$ cat config.mk
export PLATFORM = sky130hd
export DESIGN_NAME = imem_prog
export DESIGN_NICKNAME = d
export VERILOG_FILES = /design/src/rtl/imem_pkg.sv /design/src/rtl/imem_ram.sv /design/src/rtl/imem_prog.sv
export SDC_FILE = /design/constraint.sdc
export NUM_CORES = 2
export LEC_CHECK = 0
export CAP_MARGIN = 20
export CORE_UTILIZATION = 50
export CTS_BUF_LIST = sky130_fd_sc_hd__clkbuf_4 sky130_fd_sc_hd__clkbuf_8
export DETAILED_ROUTE_END_ITERATION = 12
export PLACE_DENSITY = 0.71
export REMOVE_ABC_BUFFERS = 1
export SLEW_MARGIN = 5
export SYNTH_ARGS = -nofsm -noshare
export SYNTH_HDL_FRONTEND = slang
export SYNTH_HIERARCHICAL = 1
export SYNTH_SLANG_ARGS = --single-unit
$ cat constraint.sdc
create_clock -name clk -period 5.65 [get_ports clk]
set_input_delay 1.13 -clock clk [delete_from_list [all_inputs] [get_ports clk]]
set_output_delay 1.13 -clock clk [all_outputs]
set_load 0.01 [all_outputs]
$ cat src/rtl/imem_pkg.sv
// imem_pkg: shared types and constants for the loadable instruction memory
package imem_pkg;
    typedef enum logic [1:0] {CLEAR, RUN, LOAD} state_t;
    localparam logic [31:0] NOP = 32'h8b1f03ff;
endpackage

$ cat src/rtl/imem_ram.sv
// imem_ram: simple dual-port RAM with one write port and a registered read port
module imem_ram #(
    parameter int N      = 32,
    parameter int ADDR_W = 7
) (
    input  logic              clk,
    input  logic              we,
    input  logic [ADDR_W-1:0] waddr,
    input  logic [N-1:0]      wdata,
    input  logic              re,
    input  logic [ADDR_W-1:0] raddr,
    output logic [N-1:0]      rdata
);
    logic [N-1:0] mem [2**ADDR_W];
    // write port, no reset so the array maps onto block RAM
    always_ff @(posedge clk) begin
        if (we) mem[waddr] <= wdata;
    end
    // registered read port, holds its value while re is low
    always_ff @(posedge clk) begin
        if (re) rdata <= mem[raddr];
    end
endmodule

$ cat src/rtl/imem_prog.sv
// imem_prog: instruction memory with power-up clear, streamed programming and stallable registered fetch
module imem_prog
    import imem_pkg::*;
#(
    parameter int N      = 32,
    parameter int ADDR_W = 7
) (
    input  logic              clk,
    input  logic              reset,
    input  logic [ADDR_W-1:0] addr,
    input  logic              rd_en,
    output logic [N-1:0]      q,
    output logic              valid,
    output logic              busy,
    input  logic              prog_start,
    input  logic              prog_valid,
    input  logic [N-1:0]      prog_data,
    input  logic              prog_last,
    output logic              prog_ready,
    output logic              prog_done
);
    state_t            state_q, state_d;
    logic [ADDR_W-1:0] cnt_q, cnt_d;
    logic              valid_q, valid_d, done_q, done_d;
    logic              accept, finish, we, re;
    logic [N-1:0]      wdata, rdata;

    assign accept = state_q == LOAD && prog_valid;
    assign finish = accept && (prog_last || &cnt_q);

    // state, address counter and status flags
    always_ff @(posedge clk) begin
        if (reset) begin
            state_q <= CLEAR;
            cnt_q   <= '0;
            valid_q <= 1'b0;
            done_q  <= 1'b0;
        end else begin
            state_q <= state_d;
            cnt_q   <= cnt_d;
            valid_q <= valid_d;
            done_q  <= done_d;
        end
    end

    // next state; the counter wraps to zero naturally at the last word
    always_comb begin
        state_d = state_q;
        cnt_d   = cnt_q;
        valid_d = 1'b0;
        done_d  = finish;
        case (state_q)
            CLEAR: begin
                state_d = &cnt_q ? RUN : CLEAR;
                cnt_d   = cnt_q + ADDR_W'(1);
            end
            RUN: begin
                state_d = prog_start ? LOAD : RUN;
                cnt_d   = '0;
                valid_d = !prog_start && (rd_en || valid_q);
            end
            LOAD: begin
                state_d = finish ? RUN : LOAD;
                cnt_d   = finish ? '0 : cnt_q + ADDR_W'(accept);
            end
            default: state_d = CLEAR;
        endcase
    end

    // handshake outputs and RAM port control
    always_comb begin
        busy       = state_q != RUN;
        prog_ready = state_q == LOAD;
        we         = state_q == CLEAR || accept;
        re         = state_q == RUN && rd_en && !prog_start;
        wdata      = state_q == CLEAR ? '0 : prog_data;
    end

    // q is forced to zero whenever no fetch result is valid, so the RAM output needs no reset
    assign q         = valid_q ? rdata : '0;
    assign valid     = valid_q;
    assign prog_done = done_q;

    imem_ram #(.N(N), .ADDR_W(ADDR_W)) u_ram (
        .clk   (clk),
        .we    (we),
        .waddr (cnt_q),
        .wdata (wdata),
        .re    (re),
        .raddr (addr),
        .rdata (rdata)
    );
endmodule

### Word level (Yosys, flattened, before mapping)

Memory sizes are Yosys's and may differ from the RTL's. A register that Yosys moved wholly into a read port is not among the register bits.
Cells that the tools add are included.

* bitwise logic cells: 1
* reduce and logical (&&, ||, !) cells: 13
* mux-type cells: 10
* eq/ne operators: 3
* add/sub/neg operators: 2

Operator list (count)
* $mux W32: 2
* $pmux W7 S3: 1
* $add A7 B1 Y7: 1
* $add A7 B1 Y7 const B: 1
* $mux W7: 1
* $reduce_and A7 Y1: 1
* $pmux W2 S3: 1
* $logic_and A1 B1 Y1: 5
* $mux W2: 2
* $logic_or A1 B1 Y1: 3
* $mux W1: 3
* $reduce_bool A3 Y1: 1
* $eq A2 B1 Y1 const B: 1
* $eq A2 B2 Y1 const B: 1
* $logic_not A2 Y1: 1
* $ne A2 B1 Y1 const B: 1
* $reduce_or A2 Y1: 1
* $logic_not A1 Y1: 1
* $not A1 Y1: 1

* memories: 1
* bits of input ports: 45
* logic and storage cells: 34
* flip-flop bits (word level): 11
* output and inout port bits: 36
* RAM bits: 4096

Memories
* u_ram.mem: words 128, width 32, read ports 1, clocked after memory_dff 1, wr ports 1, line imem_ram.sv:14 `logic [N-1:0] mem [2**ADDR_W];`

### Depth between registers and ports, before layout

* depth after elaboration: 5
* mapped depth: 9
* depth with buffers taken out: 9

### By module

The synthesis kept the hierarchy.

By module, submodules not included
* imem_ram: times used 1, seq. area each 123958.9 um^2, area each 156596.4 um^2, cells an instance 5990
* imem_prog: times used 1, seq. area each 220.2 um^2, area each 1203.7 um^2, cells an instance 168

### Least setup slack after synthesis

Ideal clock, no wire load.

* path kind: input port to flip-flop
* start point: input port prog_data[0]
* end point: memory u_ram.mem[0][0], data pin
* cell stages on the path: 1
* arrival: 4243 ps
* setup slack: 579 ps
* buffers on the path: 0
* data required time: 4822 ps
* library setup time: 828 ps
* path through: nor2b_1

* longest elaborated chain between the ends: 1

RTL lines
* start: declaration: line imem_prog.sv:17 `input logic [N-1:0] prog_data,`
* $mux W32: line imem_prog.sv:76 `wdata = state_q == CLEAR ? '0 : prog_data;`
* end: declaration: line imem_ram.sv:14

No other way between the ends.

### Worst setup path in the final report

* start point: register valid_q, in the netlist valid
* end point: output port q[25]

* longest elaborated chain between the ends: 1

RTL lines
* start: declaration: line imem_prog.sv:24 `logic valid_q, valid_d, done_q, done_d;`
* start signal: assignment: line imem_prog.sv:41 `valid_q <= valid_d;`
* $mux W32: line imem_prog.sv:80 `assign q = valid_q ? rdata : '0;`
* end: declaration: line imem_prog.sv:12 `output logic [N-1:0] q,`

No other way between the ends.

==> impl_metrics.ini <==
[placed_design]
place_ws_ns = 0.975
dp_hpwl_microns = 217000
gp_congestion = 0.852
port_buffers = 80
dp.cells = 10396

[worst_setup_path]
startpoint_type = register
arrival_ns = 3.40
r2r_cells = 4
worst-path-stages = 2
path_cells = and2_1 -> clkdlybuf4s50_1
slowest_stage = dfxtp_2
cp_max_fo = 34
critPathCaptureType = primary output
reg2reg_slack_ns = 1.61
crit_family = flip-flops
cp_data_required_time_ns = 4.52
criticalPathCategory = register to primary output
slowest_delay_ns = 0.96
endpoint = q[25]
reg2reg_from = cnt_q[4]$_SDFFE_PP0P_
worstReg2RegEnd = u_ram/mem[116][0]$_DFFE_PP_
path_buf_inv = 1
cp-startpoint = valid$_SDFF_PP0_

[finish]
layout_commonest_cell = edfxtp_1
register_area_sq_um = 124000
area_delta_synth_final_pct = 13.4
final_cell_mix = 4,128 x edfxtp_1, 1,344 x mux4_2, 646 x clkbuf_8, 290 x buf_4, 167 x clkbuf_4
fin_nets = 6935
stdcell_count = 11531
fillers = 21629
final_layout_size_suffix_gt1_frac = 0.386
multi_input_area_sq_um = 33500

[global_route]
grt_pass1_wl_microns = 543000
grt_max_degree = 129
grt_overflow = 0
antenna_found_initial = 40
grtUsageTotal = 0.244
grt_pass1_vias = 74208

[clock_network]
hold_buffers = 0
cts_resized = 0
clkTransAtPathRegs_ns = 0.06
clock_sinks = 4139
cts_buffers = 625
cts_tree = done
clock-root-buffer = clkbuf_8
insertion_delay_ns = 1.08
cts_buffer_depth = 4
cts_max_level = 6
post-cts-setup-buffer-count = 0

[timing]
tns_ns = 0
period_needed_ns = 4.53
slew_headroom = 0.247
setup_ws_ns = 1.12
finalHoldViolCount = 0
worst_pin_slew_ns = 1.13
finClkSkew_ns = 0.0664
maxClockFrequency_mhz = 221
min_period_over_period = 0.802
slew_viol_final = 0
rsz0062_at_grt = false
finalSetupViolations = 0
fin_hold_ws_ns = 0.731

[detailed_routing]
drt_iter0_markers = 10236
wirelength_microns = 386000
drtAntennaViolNets = 0
routedWlPerCell_microns = 33.5
vias_per_cell = 6.32
vias = 72881
drtPass1Iterations = 8
drc = 0

[power]
total_power_uw = 59500
p_int_uw = 47000
p_comb_frac = 0.044
irDropWorstVdd_v = 0.000198
netSwitchingPower_uw = 12600
leakage_uw = 0.0562
cellPowerDensity_nw_per_um2 = 333
power_frac_clock = 0.395
seqPwrFrac = 0.561
p_sw_frac = 0.211

[die]
boundaryPins = 81
row_count = 205
die_area_sq_um = 318000
die_y_microns = 564
die_x_microns = 564
core_sq_um = 313000
start_util = 0.504

[logic_synthesis]
synth_area_sq_um = 158000
synthArstFlopShare = 0
synth_seq_cells = 4139
yosys_warnings = 6
synth_seq_area_share = 0.787
synth_cell_types = 40
synthFlopType = edfxtp_1
synth_edf_count = 4128
postSynthAreaPerCell_sq_um = 25.6
syn_inst = 6158

[outcome]
outcome = finished, final reports clean

[flow_run]
cap_violations = 0

[worst_hold_path]
min_path_type = register to register
==> sequential cells by signal, indices dropped and copies added (netlist names) <==
register     count
u_ram/mem     4096
prog_done        1
cnt_q            7
state_q          2
u_ram/rdata     32
valid            1
==> worst min-delay path by stage <==
| stage | from | to | slack, ns | cells after the start |
|---|---|---|---|---|
| after floorplan | cnt_q[5]$_SDFFE_PP0P_ | cnt_q[5]$_SDFFE_PP0P_ | 0.58 | 2 |
| after global placement | cnt_q[5]$_SDFFE_PP0P_ | cnt_q[5]$_SDFFE_PP0P_ | 0.70 | 2 |
| after detailed placement | cnt_q[5]$_SDFFE_PP0P_ | cnt_q[5]$_SDFFE_PP0P_ | 0.71 | 2 |
| after CTS | prog_data[29] | u_ram/mem[102][29]$_DFFE_PP_ | 0.68 | 2 |
| after global routing | prog_data[29] | u_ram/mem[102][29]$_DFFE_PP_ | 0.74 | 2 |
| final | cnt_q[5]$_SDFFE_PP0P_ | cnt_q[5]$_SDFFE_PP0P_ | 0.73 | 2 |
==> synthesized netlist by cell type (2+ instances only) <==
cell | number | area share
nand2b_1 | 3 | 0.00012
and2_1 | 34 | 0.0013
nor2b_1 | 41 | 0.0016
a31oi_1 | 5 | 0.00020
dfxtp_1 | 11 | 0.0014
nand2_1 | 21 | 0.00050
buf_1 | 50 | 0.0012
buf_4 | 5 | 0.00024
nor3_1 | 17 | 0.00054
a211oi_1 | 2 | 0.000095
nor4_1 | 2 | 0.000079
nand4_1 | 4 | 0.00016
nor2_1 | 130 | 0.0031
edfxtp_1 | 4128 | 0.79
mux4_2 | 1344 | 0.19
o21ai_0 | 6 | 0.00019
a21oi_1 | 3 | 0.000095
clkbuf_1 | 191 | 0.0045
mux2_2 | 33 | 0.0024
ha_1 | 7 | 0.00056
buf_2 | 80 | 0.0025
buf_6 | 2 | 0.00014
o21a_1 | 3 | 0.00014
nand3_1 | 16 | 0.00051
inv_1 | 5 | 0.00012
==> routing by layer <==
layer	GRT usage	vias to the layer above	part of all wire
li1	-	28540	-
met4	0.0830	2	0.033
met2	0.385	4521	0.48
met3	0.0605	555	0.12
met1	0.335	39263	0.37
met5	0	-	0.000034
==> worst reg2reg max path: stages (launching register included) <==
cell and delay (ns):
dfxtp_1 0.68, nor2b_1 0.96, nand3_1 0.82, nor2_4 0.90, buf_4 0.35
==> cell type report <==
type | instances | share of cell area
antenna | 58 | 0.000811
clock buffer | 813 | 0.0567
clock inverter | 264 | 0.00925
inverter | 5 | 0.000105
multi-input combinational | 1686 | 0.187
sequential | 4139 | 0.694
tap | 4140 | 0.0290
timing repair buffer | 426 | 0.0232
==> metrics by stage <==
step / area [sq um] / utilization
6_report: 179000 / 0.572
5_1_grt: 179000 / 0.572
4_1_cts: 179000 / 0.571
3_5_place_dp: 167000 / 0.534
3_3_place_gp: 167000 / 0.534
2_1_floorplan: 156000 / -
==> logic make-up after synthesis <==
group                    count (synthesis)  synth area share
multiplexers                          1378             0.194
AND/OR/NAND/NOR                        275           0.00834
flip-flops                            4139             0.787
buffers and inverters                  333           0.00877
adder cells (fa/ha/maj)                  7          0.000555
AO/OA/AOI/OAI                           26           0.00113
==> power by group through the flow <==
stage	Clock, uW	Combinational, uW	Sequential [uW]
6_report	23500	2620	33400
5_1_grt	25100	2720	33400
4_1_cts	23900	2620	33400
3_5_place_dp	0	2610	34000
3_3_place_gp	0	2590	34000
2_1_floorplan	0	1240	34000
(Power assumes the default switching activity.)
